### config.mk
export PLATFORM = sky130hd
export DESIGN_NAME = fft_frame_sched_flat
export DESIGN_NICKNAME = d
export VERILOG_FILES = /design/src/rtl/fft_frame_sched_if.sv /design/src/rtl/fft_frame_sched.sv /design/src/flat_wrapper.sv
export SDC_FILE = /design/constraint.sdc
export NUM_CORES = 1
export LEC_CHECK = 0
export ABC_CLOCK_PERIOD_IN_PS = 4750
export CELL_PAD_IN_SITES_DETAIL_PLACEMENT = 1
export CELL_PAD_IN_SITES_GLOBAL_PLACEMENT = 2
export CORE_MARGIN = 2
export CORE_UTILIZATION = 19
export CTS_CLUSTER_DIAMETER = 120
export DETAILED_ROUTE_END_ITERATION = 10
export GPL_ROUTABILITY_DRIVEN = 0
export PLACE_DENSITY = 0.93
export SETUP_SLACK_MARGIN = 0.5
export SYNTH_ARGS = -nofsm -noshare
export SYNTH_HDL_FRONTEND = slang
export SYNTH_SLANG_ARGS = --single-unit
### constraint.sdc
create_clock -name clk -period 4.75 [get_ports clk]
set_input_delay 0.7125 -clock clk [delete_from_list [all_inputs] [get_ports clk]]
set_output_delay 0.7125 -clock clk [all_outputs]
set_load 0.02 [all_outputs]
### src/rtl/fft_frame_sched_if.sv
// Handshake and data bundle between the frame scheduler, the sample source
// and the burst FFT core.
//   src_*   : streaming complex-sample source ({imag, real})
//   cfg_*   : per-frame direction config towards the core
//   s_axi_* : core input stream
//   m_axi_* : core output stream, observed only (valid/last)
// master: the scheduler side; slave: the source/core side.
interface fft_frame_sched_if #(
  parameter int DATA_WIDTH = 16
);
  logic                    src_valid;
  logic [2*DATA_WIDTH-1:0] src_data;
  logic                    src_ready;

  logic                    cfg_valid;
  logic                    cfg_inverse;
  logic                    cfg_ready;

  logic                    s_axi_valid;
  logic [2*DATA_WIDTH-1:0] s_axi_data;
  logic                    s_axi_last;
  logic                    s_axi_ready;

  logic                    m_axi_valid;
  logic                    m_axi_last;

  modport master (
    input  src_valid, src_data, cfg_ready, s_axi_ready, m_axi_valid, m_axi_last,
    output src_ready, cfg_valid, cfg_inverse, s_axi_valid, s_axi_data, s_axi_last
  );

  modport slave (
    output src_valid, src_data, cfg_ready, s_axi_ready, m_axi_valid, m_axi_last,
    input  src_ready, cfg_valid, cfg_inverse, s_axi_valid, s_axi_data, s_axi_last
  );
endinterface

### src/rtl/fft_frame_sched.sv
// Frame scheduler in front of a burst FFT/IFFT core. Gates the sample source
// into the core one FFT_LENGTH frame at a time, issuing a direction config
// before each frame and marking the final sample with s_axi_last. Frames in
// flight are tracked from the core's output last beats; new frames stall
// while MAX_INFLIGHT frames are outstanding.
// Ports:
//   clk, rst_n      : clock, asynchronous active-low reset
//   mode_inverse    : requested direction (1 = IFFT), latched on entry to CFG
//   bus (master)    : source / config / core-input / core-output handshakes
//   inflight        : frames accepted by the core but not yet output
//   frame_done      : one-cycle pulse the cycle after each output last
//   busy            : not IDLE, or frames still in flight
//   err_underflow   : sticky, output last seen with nothing in flight
module fft_frame_sched #(
  parameter int DATA_WIDTH   = 16,
  parameter int ADDR_WIDTH   = 9,
  parameter int MAX_INFLIGHT = 2
) (
  input  logic               clk,
  input  logic               rst_n,
  input  logic               mode_inverse,
  fft_frame_sched_if.master  bus,
  output logic [1:0]         inflight,
  output logic               frame_done,
  output logic               busy,
  output logic               err_underflow
);

  localparam int unsigned    CW         = ADDR_WIDTH + 1;
  localparam int unsigned    FFT_LENGTH = 1 << CW;
  localparam logic [CW-1:0]  CNT_LAST   = CW'(FFT_LENGTH - 1);
  localparam logic [1:0]     IF_MAX     = 2'(MAX_INFLIGHT);

  typedef enum logic [1:0] {
    ST_IDLE,
    ST_CFG,
    ST_LOAD
  } state_t;

  state_t          state_q, state_d;
  logic [CW-1:0]   cnt_q, cnt_d;
  logic [1:0]      inflight_q, inflight_d;
  logic            cfg_inverse_q, cfg_inverse_d;
  logic            frame_done_q, frame_done_d;
  logic            err_underflow_q, err_underflow_d;

  logic            cfg_valid_c;
  logic            src_ready_c;
  logic            s_valid_c;
  logic            s_last_c;
  logic            commit_c;
  logic            out_last_c;
  logic            dec_c;
  logic [2*DATA_WIDTH-1:0] sample_c;

  always_comb begin
    state_d         = state_q;
    cnt_d           = cnt_q;
    cfg_inverse_d   = cfg_inverse_q;
    cfg_valid_c     = 1'b0;
    src_ready_c     = 1'b0;
    s_valid_c       = 1'b0;
    s_last_c        = 1'b0;
    commit_c        = 1'b0;

    case (state_q)
      ST_IDLE: begin
        if (inflight_q < IF_MAX) begin
          state_d       = ST_CFG;
          cfg_inverse_d = mode_inverse;
        end
      end
      ST_CFG: begin
        cfg_valid_c = 1'b1;
        if (bus.cfg_ready) begin
          state_d = ST_LOAD;
          cnt_d   = '0;
        end
      end
      ST_LOAD: begin
        s_valid_c   = bus.src_valid;
        src_ready_c = bus.s_axi_ready;
        s_last_c    = (cnt_q == CNT_LAST);
        if (bus.src_valid && bus.s_axi_ready) begin
          cnt_d = cnt_q + CW'(1);
          if (s_last_c) begin
            commit_c = 1'b1;
            state_d  = ST_IDLE;
          end
        end
      end
      default: state_d = ST_IDLE;
    endcase

    // An output last with nothing in flight is flagged rather than counted,
    // so the counter never wraps below zero.
    out_last_c      = bus.m_axi_valid & bus.m_axi_last;
    dec_c           = out_last_c && (inflight_q != '0);
    inflight_d      = inflight_q;
    if (commit_c && !dec_c) begin
      inflight_d = inflight_q + 2'd1;
    end else if (!commit_c && dec_c) begin
      inflight_d = inflight_q - 2'd1;
    end
    frame_done_d    = out_last_c;
    err_underflow_d = err_underflow_q | (out_last_c && (inflight_q == '0));
  end

  always_ff @(posedge clk or negedge rst_n) begin
    if (!rst_n) begin
      state_q         <= ST_IDLE;
      cnt_q           <= '0;
      inflight_q      <= '0;
      cfg_inverse_q   <= 1'b0;
      frame_done_q    <= 1'b0;
      err_underflow_q <= 1'b0;
    end else begin
      state_q         <= state_d;
      cnt_q           <= cnt_d;
      inflight_q      <= inflight_d;
      cfg_inverse_q   <= cfg_inverse_d;
      frame_done_q    <= frame_done_d;
      err_underflow_q <= err_underflow_d;
    end
  end

  // Data is a straight pass-through; its value outside LOAD is irrelevant.
  assign sample_c        = bus.src_data;
  assign bus.s_axi_data  = sample_c;
  assign bus.s_axi_valid = s_valid_c;
  assign bus.s_axi_last  = s_last_c;
  assign bus.src_ready   = src_ready_c;
  assign bus.cfg_valid   = cfg_valid_c;
  assign bus.cfg_inverse = cfg_inverse_q;

  assign inflight        = inflight_q;
  assign frame_done      = frame_done_q;
  assign busy            = (state_q != ST_IDLE) || (inflight_q != '0);
  assign err_underflow   = err_underflow_q;

endmodule

### src/flat_wrapper.sv
// flat-port wrapper written by rule: the top's interface ports become plain ports
module fft_frame_sched_flat 
#(
  parameter int DATA_WIDTH   = 16,
  parameter int ADDR_WIDTH   = 9,
  parameter int MAX_INFLIGHT = 2
)
  (clk, rst_n, mode_inverse, inflight, frame_done, busy, err_underflow, bus_src_valid, bus_src_data, bus_cfg_ready, bus_s_axi_ready, bus_m_axi_valid, bus_m_axi_last, bus_src_ready, bus_cfg_valid, bus_cfg_inverse, bus_s_axi_valid, bus_s_axi_data, bus_s_axi_last);
  fft_frame_sched_if #(.DATA_WIDTH(DATA_WIDTH)) bus_i ();
  input  logic clk;
  input  logic rst_n;
  input  logic mode_inverse;
  output logic [1:0] inflight;
  output logic frame_done;
  output logic busy;
  output logic err_underflow;
  input wire logic [$bits(bus_i.src_valid)-1:0] bus_src_valid;
  input wire logic [$bits(bus_i.src_data)-1:0] bus_src_data;
  input wire logic [$bits(bus_i.cfg_ready)-1:0] bus_cfg_ready;
  input wire logic [$bits(bus_i.s_axi_ready)-1:0] bus_s_axi_ready;
  input wire logic [$bits(bus_i.m_axi_valid)-1:0] bus_m_axi_valid;
  input wire logic [$bits(bus_i.m_axi_last)-1:0] bus_m_axi_last;
  output wire logic [$bits(bus_i.src_ready)-1:0] bus_src_ready;
  output wire logic [$bits(bus_i.cfg_valid)-1:0] bus_cfg_valid;
  output wire logic [$bits(bus_i.cfg_inverse)-1:0] bus_cfg_inverse;
  output wire logic [$bits(bus_i.s_axi_valid)-1:0] bus_s_axi_valid;
  output wire logic [$bits(bus_i.s_axi_data)-1:0] bus_s_axi_data;
  output wire logic [$bits(bus_i.s_axi_last)-1:0] bus_s_axi_last;
  assign bus_i.src_valid = bus_src_valid;
  assign bus_i.src_data = bus_src_data;
  assign bus_i.cfg_ready = bus_cfg_ready;
  assign bus_i.s_axi_ready = bus_s_axi_ready;
  assign bus_i.m_axi_valid = bus_m_axi_valid;
  assign bus_i.m_axi_last = bus_m_axi_last;
  assign bus_src_ready = bus_i.src_ready;
  assign bus_cfg_valid = bus_i.cfg_valid;
  assign bus_cfg_inverse = bus_i.cfg_inverse;
  assign bus_s_axi_valid = bus_i.s_axi_valid;
  assign bus_s_axi_data = bus_i.s_axi_data;
  assign bus_s_axi_last = bus_i.s_axi_last;
  fft_frame_sched #(.DATA_WIDTH(DATA_WIDTH), .ADDR_WIDTH(ADDR_WIDTH), .MAX_INFLIGHT(MAX_INFLIGHT)) u_core (.clk(clk), .rst_n(rst_n), .mode_inverse(mode_inverse), .bus(bus_i), .inflight(inflight), .frame_done(frame_done), .busy(busy), .err_underflow(err_underflow));
endmodule
Word level (Yosys, flattened, before mapping):

Index checks and enable logic that the tools add are counted.

* register bits: 17
* input port bits: 40
* output and inout port bits: 42
* logic and storage cells: 53

* $add $sub $neg: 3
* order comparisons: 1
* eq/ne operators: 7
* mux-type cells: 17
* bitwise gates (word level): 2
* reductions and logical operators: 17

Operators with widths (number)
* $mux 10: 2
* $pmux 10 s2: 1
* $mux 2: 6
* $add 10x1->10 const B: 1
* $eq 10x10->1 const B: 1
* $reduce_bool 2->1: 4
* $mux 1: 7
* $ne 2x1->1 const B: 3
* $pmux 2 s3: 1
* $logic_and 1x1->1: 5
* $logic_not 2->1: 2
* $reduce_and 4->1: 1
* $reduce_and 3->1: 1
* $add 2x1->2 const B: 1
* $eq 2x1->1 const B: 1
* $eq 2x2->1 const B: 1
* $logic_not 1->1: 2
* $lt 2x2->1 const B: 1
* $ne 2x2->1 const B: 1
* $reduce_and 2->1: 1
* $sub 2x1->2 const B: 1
* $and 1x1->1: 1
* $logic_or 1x1->1: 1
* $or 1x1->1: 1

Depth between registers and ports, before layout:

Gate-level depths: netlist (run 1).

* depth after elaboration: 8
* mapped depth: 8
* gate-level depth less buffers: 8

Worst setup path after synthesis (run 1):

No wires, ideal clock.

* path kind: reg2out
* from: reg u_core.cnt_q[0]
* to: out bus_s_axi_last
* arrival time: 1.660 ns
* required time: 4.038 ns
* path slack: 2.378 ns
* cell stages (with the launch flop): 5
* buffers on the path: 0
* path through: dfrtp_1 > ha_1 > nand3_1 > or4_4 > nor3b_1

* longest elaborated chain between the ends: 2

RTL lines
* start, declared: line fft_frame_sched.sv:41 `logic [CW-1:0] cnt_q, cnt_d;`
* start signal, assigned: line fft_frame_sched.sv:119 `cnt_q <= cnt_d;`
* $eq 10x10->1: line fft_frame_sched.sv:83 `s_last_c = (cnt_q == CNT_LAST);`
* $mux 1: line fft_frame_sched.sv:66 `case (state_q)`
* end, declared: line flat_wrapper.sv:28 `output wire logic [$bits(bus_i.s_axi_last)-1:0] bus_s_axi_last;`

No other way between the ends.

Final worst setup path (run 1):

Same ends and word-level chain as after synthesis.

==> results of run 1 <==
-- registers in the layout, summed over array words and instances (netlist names) --
signal / flops
u_core.cnt_q: 10
u_core.inflight: 2
u_core.state_q: 2
u_core.bus.cfg_inverse: 1
u_core.err_underflow: 1
u_core.frame_done: 1
-- through the flow --
step                power [mW]  instances   util
CTS                      0.446        177  0.208
global placement         0.329        173  0.199
detailed placement       0.333        173  0.199
floorplan                0.321        120      -
finish                   0.437        177  0.208
global route             0.467        177  0.208
-- power breakdown --
part	leakage, nW	switching [mW]	internal (mW)	total, mW
registers	0.225	0.0272	0.163	0.190
logic	0.204	0.0693	0.0687	0.138
clock network	0.0255	0.0504	0.0583	0.109
-- layout by cell type (no fill, tap or decap), types with 2 or more instances in the layout --
cell	count
sky130_fd_sc_hd__clkdlybuf4s50_1	17
sky130_fd_sc_hd__dfrtp_1	17
sky130_fd_sc_hd__o21ai_0	6
sky130_fd_sc_hd__nand3_1	6
sky130_fd_sc_hd__nand2_1	6
sky130_fd_sc_hd__a21oi_1	5
sky130_fd_sc_hd__and2_1	4
sky130_fd_sc_hd__inv_1	4
sky130_fd_sc_hd__nor2_1	4
sky130_fd_sc_hd__nor2b_1	3
sky130_fd_sc_hd__or3_1	3
sky130_fd_sc_hd__clkbuf_8	3
sky130_fd_sc_hd__nand4_1	2
sky130_fd_sc_hd__o31ai_1	2
sky130_fd_sc_hd__or4_1	2
sky130_fd_sc_hd__nor3_1	2
sky130_fd_sc_hd__mux2i_1	2
sky130_fd_sc_hd__xor2_1	2
sky130_fd_sc_hd__ha_1	2
-- cells by family after synthesis --
kind of cell,synth area share
multiplexers,0.0279
flip-flops,0.379
AO/OA/AOI/OAI,0.0992
adder cells (fa/ha/maj),0.0223
XOR/XNOR,0.0234
buffers and inverters,0.249
AND/OR/NAND/NOR,0.200
-- path summary, 6_finish.rpt --
| kind | from | end | slack, ns | cells after the start |
|---|---|---|---|---|
| min | u_core.err_underflow | u_core.err_underflow | 0.46 | 1 |
| max reg2reg | u_core.cnt_q[0] | u_core.inflight[1] | 2.75 | 8 |
| min reg2reg | u_core.err_underflow | u_core.err_underflow | 0.46 | 1 |
| max in group asynchronous | rst_n | u_core.cnt_q[0] | 3.38 | 1 |
| min in group asynchronous | rst_n | u_core.frame_done | 0.90 | 1 |
| max | u_core.cnt_q[0] | bus_s_axi_last | 1.70 | 5 |
-- layer usage --
layer | vias up | part of all wire | global-route usage
li1 | 351 | - | -
met1 | 357 | 0.47 | 0.0819
met2 | 17 | 0.46 | 0.107
met3 | 2 | 0.067 | 0.0256
met4 | 0 | 0.0072 | 0.0220
met5 | - | 0 | 0
-- cell type report --
type                    count  share of cell area
flip-flops and latches     17               0.365
multi-input cells          63               0.359
repair buffers             17               0.146
clock buffers               3              0.0354
well taps                  72              0.0773
clock inverters             1             0.00430
inverters                   4              0.0129
==> impl_metrics.py, run 1 <==
metrics = {
    "cts": {
        "cts-hold-fix-buffers": 0,
        "clock_tree.buffer_depth": 2,
        "cts-root-buf": "sky130_fd_sc_hd__clkbuf_8",
        "tritoncts": "done",
        "cts.clk_slew.worst_paths_ns": 0.06,
        "clock_sink_count": 17,
        "worst_skew_pair.late_latency_ns": 0.25,
        "htree_num_levels": 1,
        "cts-buffers-inserted": 3,
        "post_cts_resize_count": 0,
        "post-cts-setup-buffer-count": 0,
    },
    "logic_synthesis": {
        "dominantRegCellSynth": "sky130_fd_sc_hd__dfrtp_1",
        "mappedNetlistArea_um2": 1120,
        "synth.largest_area_cell": "sky130_fd_sc_hd__dfrtp_1",
        "ys_warn_count": 0,
        "synth.yosys.seq_area_share": 0.379,
        "cell_types_with_the_highest_counts_after_synthesis": "sky130_fd_sc_hd__buf_4 (32), sky130_fd_sc_hd__dfrtp_1 (17), sky130_fd_sc_hd__nand2_1 (6), sky130_fd_sc_hd__nand3_1 (6), sky130_fd_sc_hd__o21ai_0 (6)",
        "asyncSetResetFlopFracSynth": 1.00,
        "area_share_of_the_largest_cell_type_after_synthesis": 0.379,
        "avgSynthCellArea_um2": 9.35,
        "count_of_flip_flops_with_a_built_in_enable_after_synthesis": 0,
        "synth-seq-cells": 17,
        "synthTopCellsByArea": "sky130_fd_sc_hd__dfrtp_1 (38%), sky130_fd_sc_hd__buf_4 (21%), sky130_fd_sc_hd__nand3_1 (2.7%)",
        "yosysUniqueCellTypes": 33,
        "most_frequent_cell_after_synthesis": "sky130_fd_sc_hd__buf_4",
        "cell_count_after_synthesis": 120,
        "synth.net_count": 162,
    },
    "floorplanning": {
        "num_rows": 27,
        "initial_utilization": 0.200,
        "core_region_area_um2": 5610,
        "die_h_um": 80.9,
        "die_area_um2": 6540,
        "ports": 82,
        "die_width_um": 80.9,
    },
    "timing": {
        "holdWs_ns": 0.459,
        "slew_violations": 0,
        "clock_skews_ns": 0.00164,
        "final_critical_path_setup_slack_ns": 1.70,
        "finalSetupViolations": 0,
        "post-route-min-period_ns": 3.05,
        "peak_freq_mhz": 328,
        "timing.final.crit_share": 0.642,
        "max-slew-margin-rel": 0.500,
        "worstMarginPinSlew_ns": 0.748,
        "rsz0062_at_grt": "false",
        "timing.setup.tns_ns": 0,
        "finalHoldViolations": 0,
    },
    "placed_design": {
        "placement.io_buffers": 17,
        "dpl-instance-area_um2": 1120,
        "post-place-ws_ns": 1.98,
        "post-dp-hpwl_um": 1630,
    },
    "drt": {
        "detail_route.drc_violations": 0,
        "drt.antenna.violating_nets": 0,
        "routed_wire_length_per_instance_um": 11.8,
        "route.final.wire_length_um": 2080,
        "drt-pass1-iter-count": 3,
        "drt_iter0_markers": 9,
        "viasPerCell": 4.11,
        "detailroute.via_count": 727,
    },
    "global_route": {
        "grt_antenna_before_repair": 0,
        "grtUsageTotal": 0.0666,
        "grt_first_pass_wirelength_um": 3410,
        "grt-ovfl-total": 0,
        "grt_max_degree": 20,
        "grt_pass1_vias": 750,
    },
    "cells_and_area": {
        "layout-drive-gt1-share": 0.0667,
        "postLayoutCellArea_um2": 1160,
        "nets": 148,
        "area.sequential_um2": 425,
        "filler_cell_count": 676,
        "multi_input_comb_area_um2": 418,
        "insertedDiodeCount": 0,
        "synthToLayoutAreaGrowth_pct": 3.79,
    },
    "worst_setup_path": {
        "cp.buffers_inverters": 1,
        "timing.setup.critical_path_class": "reg -> out",
        "worst_path_dominant_cell_family": "simple AND/OR/NAND/NOR gates",
        "cpPeakStageDelay_ns": 0.64,
        "startpoint_type": "flip-flop",
        "cp-end-kind": "output port",
        "crit_slowest_cell": "sky130_fd_sc_hd__clkdlybuf4s50_1",
        "timing.critical_path.required_ns": 4.04,
        "critical_path.max_fanout": 6,
        "worst-endpoint-arrival_ns": 2.34,
        "worstPathCellList": "ha_1 -> nand3_1 -> or4_4 -> nor3b_1 -> clkdlybuf4s50_1",
    },
    "flow_run": {
        "cap_violations": 0,
    },
    "status": {
        "run_status": "finished, final reports clean",
    },
    "hold_path": {
        "min_path_type": "reg -> reg",
    },
    "pwr": {
        "p_leak_nw": 0.454,
        "p_per_area_nw_per_um2": 375,
        "ir_worst_vdd_uv": 171,
    },
}
(Power assumes the default switching activity.)
==> inputs of run 2 (changes only) <==
--- a/config.mk
+++ b/config.mk
@@ -5,15 +5,15 @@
 export SDC_FILE = /design/constraint.sdc
 export NUM_CORES = 1
 export LEC_CHECK = 0
-export ABC_CLOCK_PERIOD_IN_PS = 4750
+export ABC_CLOCK_PERIOD_IN_PS = 3200
 export CELL_PAD_IN_SITES_DETAIL_PLACEMENT = 1
 export CELL_PAD_IN_SITES_GLOBAL_PLACEMENT = 2
 export CORE_MARGIN = 2
-export CORE_UTILIZATION = 19
+export CORE_UTILIZATION = 18
 export CTS_CLUSTER_DIAMETER = 120
 export DETAILED_ROUTE_END_ITERATION = 10
 export GPL_ROUTABILITY_DRIVEN = 0
-export PLACE_DENSITY = 0.93
+export PLACE_DENSITY = 0.89
 export SETUP_SLACK_MARGIN = 0.5
 export SYNTH_ARGS = -nofsm -noshare
 export SYNTH_HDL_FRONTEND = slang
==> constraint.sdc (replaced) <==
create_clock -name clk -period 3.2 [get_ports clk]
set_input_delay 0.48 -clock clk [delete_from_list [all_inputs] [get_ports clk]]
set_output_delay 0.48 -clock clk [all_outputs]
set_load 0.02 [all_outputs]
==> run 2 against run 1 <==
Net effect:
- critical path depth did not move
- register-to-register slack got worse by 1.6 ns
- highest routed layer unchanged
- sequential power rose by 49%
- sequential share of layout area barely moved
==> impl_metrics.py, run 2 (same netlist as run 1, synthesis figures left out) <==
metrics = {
    "cells_and_area": {
        "insertedDiodeCount": 0,
        "layout-drive-gt1-share": 0.0571,
        "most-common-layout-cells": "sky130_fd_sc_hd__dfrtp_1 (17), sky130_fd_sc_hd__clkdlybuf4s50_1 (16), sky130_fd_sc_hd__o21ai_0 (6), sky130_fd_sc_hd__nand3_1 (6), sky130_fd_sc_hd__nand2_1 (6)",
        "final_common_cell": "sky130_fd_sc_hd__dfrtp_1",
        "nets": 148,
        "synthToLayoutAreaGrowth_pct": 3.90,
        "largest_register_ff_count": 10,
        "register_ranked_first_by_flip_flop_count": "u_core.cnt_q",
        "postLayoutCoreUtil": 0.195,
    },
    "global_route": {
        "grt_max_degree": 20,
        "grt_pass1_vias": 735,
        "grt_antenna_before_repair": 0,
        "grtUsageTotal": 0.0634,
        "grt_first_pass_wirelength_um": 3580,
        "grt-ovfl-total": 0,
    },
    "cts": {
        "post_cts_resize_count": 1,
        "clock_tree.buffer_depth": 2,
        "worst_skew_pair.late_latency_ns": 0.25,
        "htree_num_levels": 1,
        "cts-hold-fix-buffers": 0,
        "cts.clk_slew.worst_paths_ns": 0.06,
        "cts-root-buf": "sky130_fd_sc_hd__clkbuf_8",
        "post-cts-setup-buffer-count": 0,
        "clock_sink_count": 17,
        "tritoncts": "done",
        "cts-buffers-inserted": 3,
    },
    "timing": {
        "worstMarginPinSlew_ns": 0.804,
        "peak_freq_mhz": 401,
        "finalHoldViolations": 0,
        "max-slew-margin-rel": 0.462,
        "post-route-min-period_ns": 2.49,
        "slew_violations": 0,
        "clock_skews_ns": 0.00203,
        "rsz0062_at_grt": "false",
        "timing.final.crit_share": 0.779,
        "timing.setup.tns_ns": 0,
        "finalSetupViolations": 0,
    },
    "flow_run": {
        "cap_violations": 0,
    },
    "pwr": {
        "ir_worst_vdd_uv": 219,
        "p_leak_nw": 0.456,
        "total_power_mw": 0.644,
        "p_per_area_nw_per_um2": 553,
    },
    "placed_design": {
        "placement.io_buffers": 17,
        "post-dp-hpwl_um": 1530,
    },
    "drt": {
        "routed_wire_length_per_instance_um": 11.5,
        "viasPerCell": 4.15,
        "drt_iter0_markers": 30,
        "route.final.wire_length_um": 2080,
        "drt.antenna.violating_nets": 0,
        "detailroute.via_count": 747,
        "detail_route.drc_violations": 0,
        "drt-pass1-iter-count": 4,
    },
    "worst_setup_path": {
        "startpoint_type": "flip-flop",
        "cp-end-kind": "output port",
        "worst-endpoint-arrival_ns": 2.01,
        "timing.setup.critical_path_class": "reg -> out",
        "timing.critical_path.required_ns": 2.72,
        "critical_path.max_fanout": 6,
    },
    "floorplanning": {
        "die_width_um": 83.0,
        "initial_utilization": 0.187,
        "core_region_area_um2": 5990,
        "die_h_um": 83.0,
        "die_area_um2": 6880,
        "num_rows": 28,
        "ports": 82,
    },
    "hold_path": {
        "min_path_type": "reg -> reg",
    },
    "status": {
        "run_status": "finished, final reports clean",
    },
}
## run 2: changes by cell type in the layout (fill, tap and decap cells not counted), sizes merged
cell / change
clkbuf: +1
dlygate4sd2: +1
clkdlybuf4s50: -1
clkinv: -1
## run 2: worst paths after layout
kind / slack (ns) / to / startpoint / cells after the start
max: 0.71 / bus_s_axi_last / u_core.cnt_q[0] / 5
min: 0.46 / u_core.err_underflow / u_core.err_underflow / 1
max reg2reg: 1.20 / u_core.inflight[1] / u_core.cnt_q[0] / 8
min reg2reg: 0.46 / u_core.err_underflow / u_core.err_underflow / 1
max in group asynchronous: 2.01 / u_core.cnt_q[3] / rst_n / 1
min in group asynchronous: 0.69 / u_core.cnt_q[9] / rst_n / 1
## run 2: metrics by stage
step / std cells / cell area (µm²) / worst slack, ns / hold slack (ns)
5_1_grt: 180 / 1170 / 0.561 / 0.473
2_1_floorplan: 120 / 1120 / 1.06 / 0.184
3_3_place_gp: 176 / 1120 / 0.702 / 0.442
4_1_cts: 180 / 1170 / 0.689 / 0.460
3_5_place_dp: 176 / 1120 / 0.687 / 0.446
6_report: 180 / 1170 / 0.706 / 0.460
## run 2: per-layer routing
layer / part of all wire / global-route usage / routed length [µm] / up-vias
met5: 0 / 0 / 0 / -
met4: 0.023 / 0.0402 / 48 / 0
met3: 0.066 / 0.0288 / 137 / 7
met2: 0.45 / 0.0865 / 930 / 14
met1: 0.46 / 0.0800 / 961 / 373
li1: - / - / - / 353
## run 2: where the power goes
group          internal [mW]  switching, mW  total [mW]
combinational          0.101          0.101       0.202
clock                 0.0884         0.0703       0.159
sequential             0.242         0.0417       0.284
## run 2: cell type report
type,count,area (µm²)
tap,75,93.8
timing repair buffer,17,169
clock buffer,4,45.0
sequential,17,425
fill,695,4820
inverter,4,15.0
multi-input combinational,63,418
## run 2: critical path, cell delays in order (launching register included)
cell and delay, ns:
sky130_fd_sc_hd__dfrtp_1 0.40, sky130_fd_sc_hd__ha_1 0.18, sky130_fd_sc_hd__nand3_1 0.17, sky130_fd_sc_hd__or4_4 0.48, sky130_fd_sc_hd__nor3b_1 0.18, sky130_fd_sc_hd__dlygate4sd2_1 0.35
==> inputs of run 3 (changes only) <==
--- a/config.mk
+++ b/config.mk
@@ -5,15 +5,15 @@
 export SDC_FILE = /design/constraint.sdc
 export NUM_CORES = 1
 export LEC_CHECK = 0
-export ABC_CLOCK_PERIOD_IN_PS = 3200
+export ABC_CLOCK_PERIOD_IN_PS = 2200
 export CELL_PAD_IN_SITES_DETAIL_PLACEMENT = 1
 export CELL_PAD_IN_SITES_GLOBAL_PLACEMENT = 2
 export CORE_MARGIN = 2
-export CORE_UTILIZATION = 18
+export CORE_UTILIZATION = 16
 export CTS_CLUSTER_DIAMETER = 120
 export DETAILED_ROUTE_END_ITERATION = 10
 export GPL_ROUTABILITY_DRIVEN = 0
-export PLACE_DENSITY = 0.89
+export PLACE_DENSITY = 0.84
 export SETUP_SLACK_MARGIN = 0.5
 export SYNTH_ARGS = -nofsm -noshare
 export SYNTH_HDL_FRONTEND = slang
==> constraint.sdc (replaced) <==
create_clock -name clk -period 2.2 [get_ports clk]
set_input_delay 0.33 -clock clk [delete_from_list [all_inputs] [get_ports clk]]
set_output_delay 0.33 -clock clk [all_outputs]
set_load 0.02 [all_outputs]
==> run 3 against run 2 <==
Net effect:
- combinational power up 63%
- first-iteration DRC count fell by 20%
- clock-buffer cell count is the same
- final cell count is 19% higher
- worst hold slack worse by 0.054 ns
- sequential share of layout area shrank 4.9 points
- final area increased by 16%
- sequential power rose by 47%
- flip-flop and latch count unchanged
- clock power increased by 50%
- non-clock buffer count rose by 14
- clock skew grew 0.0029 ns
==> impl_metrics.py, run 3 (same netlist as run 1, synthesis figures left out) <==
metrics = {
    "status": {
        "run_status": "finished, final reports clean",
    },
    "global_route": {
        "grtUsageTotal": 0.0657,
        "grt_antenna_before_repair": 0,
        "grt_first_pass_wirelength_um": 3940,
        "grt-ovfl-total": 0,
        "grt_pass1_vias": 825,
        "grt_max_degree": 18,
    },
    "floorplanning": {
        "num_rows": 30,
        "ports": 82,
        "core_region_area_um2": 6790,
        "initial_utilization": 0.165,
        "die_area_um2": 7700,
        "die_width_um": 87.8,
        "die_h_um": 87.8,
    },
    "timing": {
        "finalHoldViolations": 0,
        "worstMarginPinSlew_ns": 0.378,
        "post-route-min-period_ns": 1.97,
        "max-slew-margin-rel": 0.746,
        "finalSetupViolations": 0,
        "clock_skews_ns": 0.00491,
        "rsz0062_at_grt": "true",
        "slew_violations": 0,
        "holdWs_ns": 0.406,
        "peak_freq_mhz": 507,
        "timing.setup.tns_ns": 0,
        "timing.final.crit_share": 0.897,
    },
    "cells_and_area": {
        "layout-drive-gt1-share": 0.277,
        "nets": 162,
        "largest_register_ff_count": 10,
        "most-common-layout-cells": "sky130_fd_sc_hd__buf_4 (15), sky130_fd_sc_hd__dfrtp_1 (15), sky130_fd_sc_hd__clkdlybuf4s50_1 (10)",
        "filler_cell_count": 789,
        "synthToLayoutAreaGrowth_pct": 20.6,
        "register_ranked_first_by_flip_flop_count": "u_core.cnt_q",
        "insertedDiodeCount": 0,
    },
    "pwr": {
        "switchingPower_mw": 0.335,
        "part_of_the_total_power_dissipated_in_the_clock_network": 0.242,
        "p_per_area_nw_per_um2": 728,
        "p_leak_nw": 0.559,
        "p_sw_frac": 0.340,
        "seq_pwr_share": 0.423,
        "combinationalPowerShare": 0.335,
        "ir_worst_vdd_uv": 205,
        "p_int_mw": 0.651,
    },
    "cts": {
        "cts-buffers-inserted": 3,
        "worst_skew_pair.late_latency_ns": 0.26,
        "clock_tree.buffer_depth": 2,
        "htree_num_levels": 1,
        "cts.clk_slew.worst_paths_ns": 0.07,
        "tritoncts": "done",
        "cts-root-buf": "sky130_fd_sc_hd__clkbuf_8",
        "cts-hold-fix-buffers": 0,
        "clock_sink_count": 17,
    },
    "drt": {
        "drt-pass1-iter-count": 3,
        "drt.antenna.violating_nets": 0,
        "route.final.wire_length_um": 2410,
        "detail_route.drc_violations": 0,
        "detailroute.via_count": 783,
        "drt_iter0_markers": 24,
        "viasPerCell": 3.64,
        "routed_wire_length_per_instance_um": 11.2,
    },
    "placed_design": {
        "placement.io_buffers": 17,
        "post-dp-hpwl_um": 1760,
    },
    "worst_setup_path": {
        "critical_path.reg2reg.endpoint": "u_core.inflight[1]",
        "setup.reg_to_reg.worst_slack_ns": 0.28,
        "startpoint_type": "flip-flop",
        "regToRegStartpoint": "u_core.cnt_q[1]",
        "reg2reg_depth": 9,
        "timing.setup.critical_path_class": "reg -> out",
        "critical_path.max_fanout": 2,
        "timing.critical_path.required_ns": 1.87,
        "cp-end-kind": "output port",
        "worst-endpoint-arrival_ns": 1.64,
    },
    "flow_run": {
        "cap_violations": 0,
    },
    "hold_path": {
        "min_path_type": "in -> async",
    },
}
## run 3: metal layers
layer  global-route usage  up-vias  share of wire
met2                0.109       13           0.49
met3               0.0226        2          0.052
met5                    0        -              0
met4               0.0266        0          0.012
li1                     -      382              -
met1               0.0778      386           0.44
## run 3: power groups by stage
stage / clock (mW) / sequential [mW] / combinational, mW
CTS: 0.247 / 0.414 / 0.329
global route: 0.259 / 0.425 / 0.363
global placement: 0 / 0.411 / 0.326
detailed placement: 0 / 0.415 / 0.330
finish: 0.239 / 0.417 / 0.330
floorplan: 0 / 0.391 / 0.305
## run 3: worst max-delay path by stage
stage	startpoint	endpoint	slack, ns
2_1_floorplan	u_core.cnt_q[0]	u_core.inflight[1]	0.39
3_3_place_gp	u_core.cnt_q[0]	bus_s_axi_last	0.06
3_5_place_dp	u_core.cnt_q[1]	bus_s_axi_last	0.02
4_1_cts	u_core.cnt_q[1]	bus_s_axi_last	0.21
5_1_grt	u_core.cnt_q[1]	bus_s_axi_last	0.15
6_report	u_core.cnt_q[1]	bus_s_axi_last	0.23
## run 3: critical path: stages, from the launching register on
cell and delay (ns):
sky130_fd_sc_hd__dfrtp_1 0.36, sky130_fd_sc_hd__ha_2 0.19, sky130_fd_sc_hd__nand3_2 0.08, sky130_fd_sc_hd__or4_4 0.44, sky130_fd_sc_hd__nor3b_2 0.16, sky130_fd_sc_hd__buf_4 0.16
## run 3: cell type report
cell class	count	area [µm²]	area share
timing repair buffer	31	278	0.205
inverter	4	15.0	0.0111
tap	96	120	0.0887
clock buffer	4	45.0	0.0333
multi-input combinational	63	468	0.346
sequential	17	428	0.316
## run 3: timing repair
action	4_1_cts	5_1_grt
setup buffers	4	0
gates cloned	0	0
resized for setup	21	5
endpoints found under the setup margin	8	8
pin swaps	1	0
## run 3: through the flow
step	setup slack [ns]	total power, mW	utilization	area (µm²)	std cells
after floorplan	0.388	0.696	-	1130	120
after global placement	0.0649	0.737	0.182	1240	207
after detailed placement	0.0239	0.745	0.182	1240	207
after CTS	0.214	0.991	0.197	1340	215
after global routing	0.153	1.05	0.199	1350	215
final	0.227	0.986	0.199	1350	215
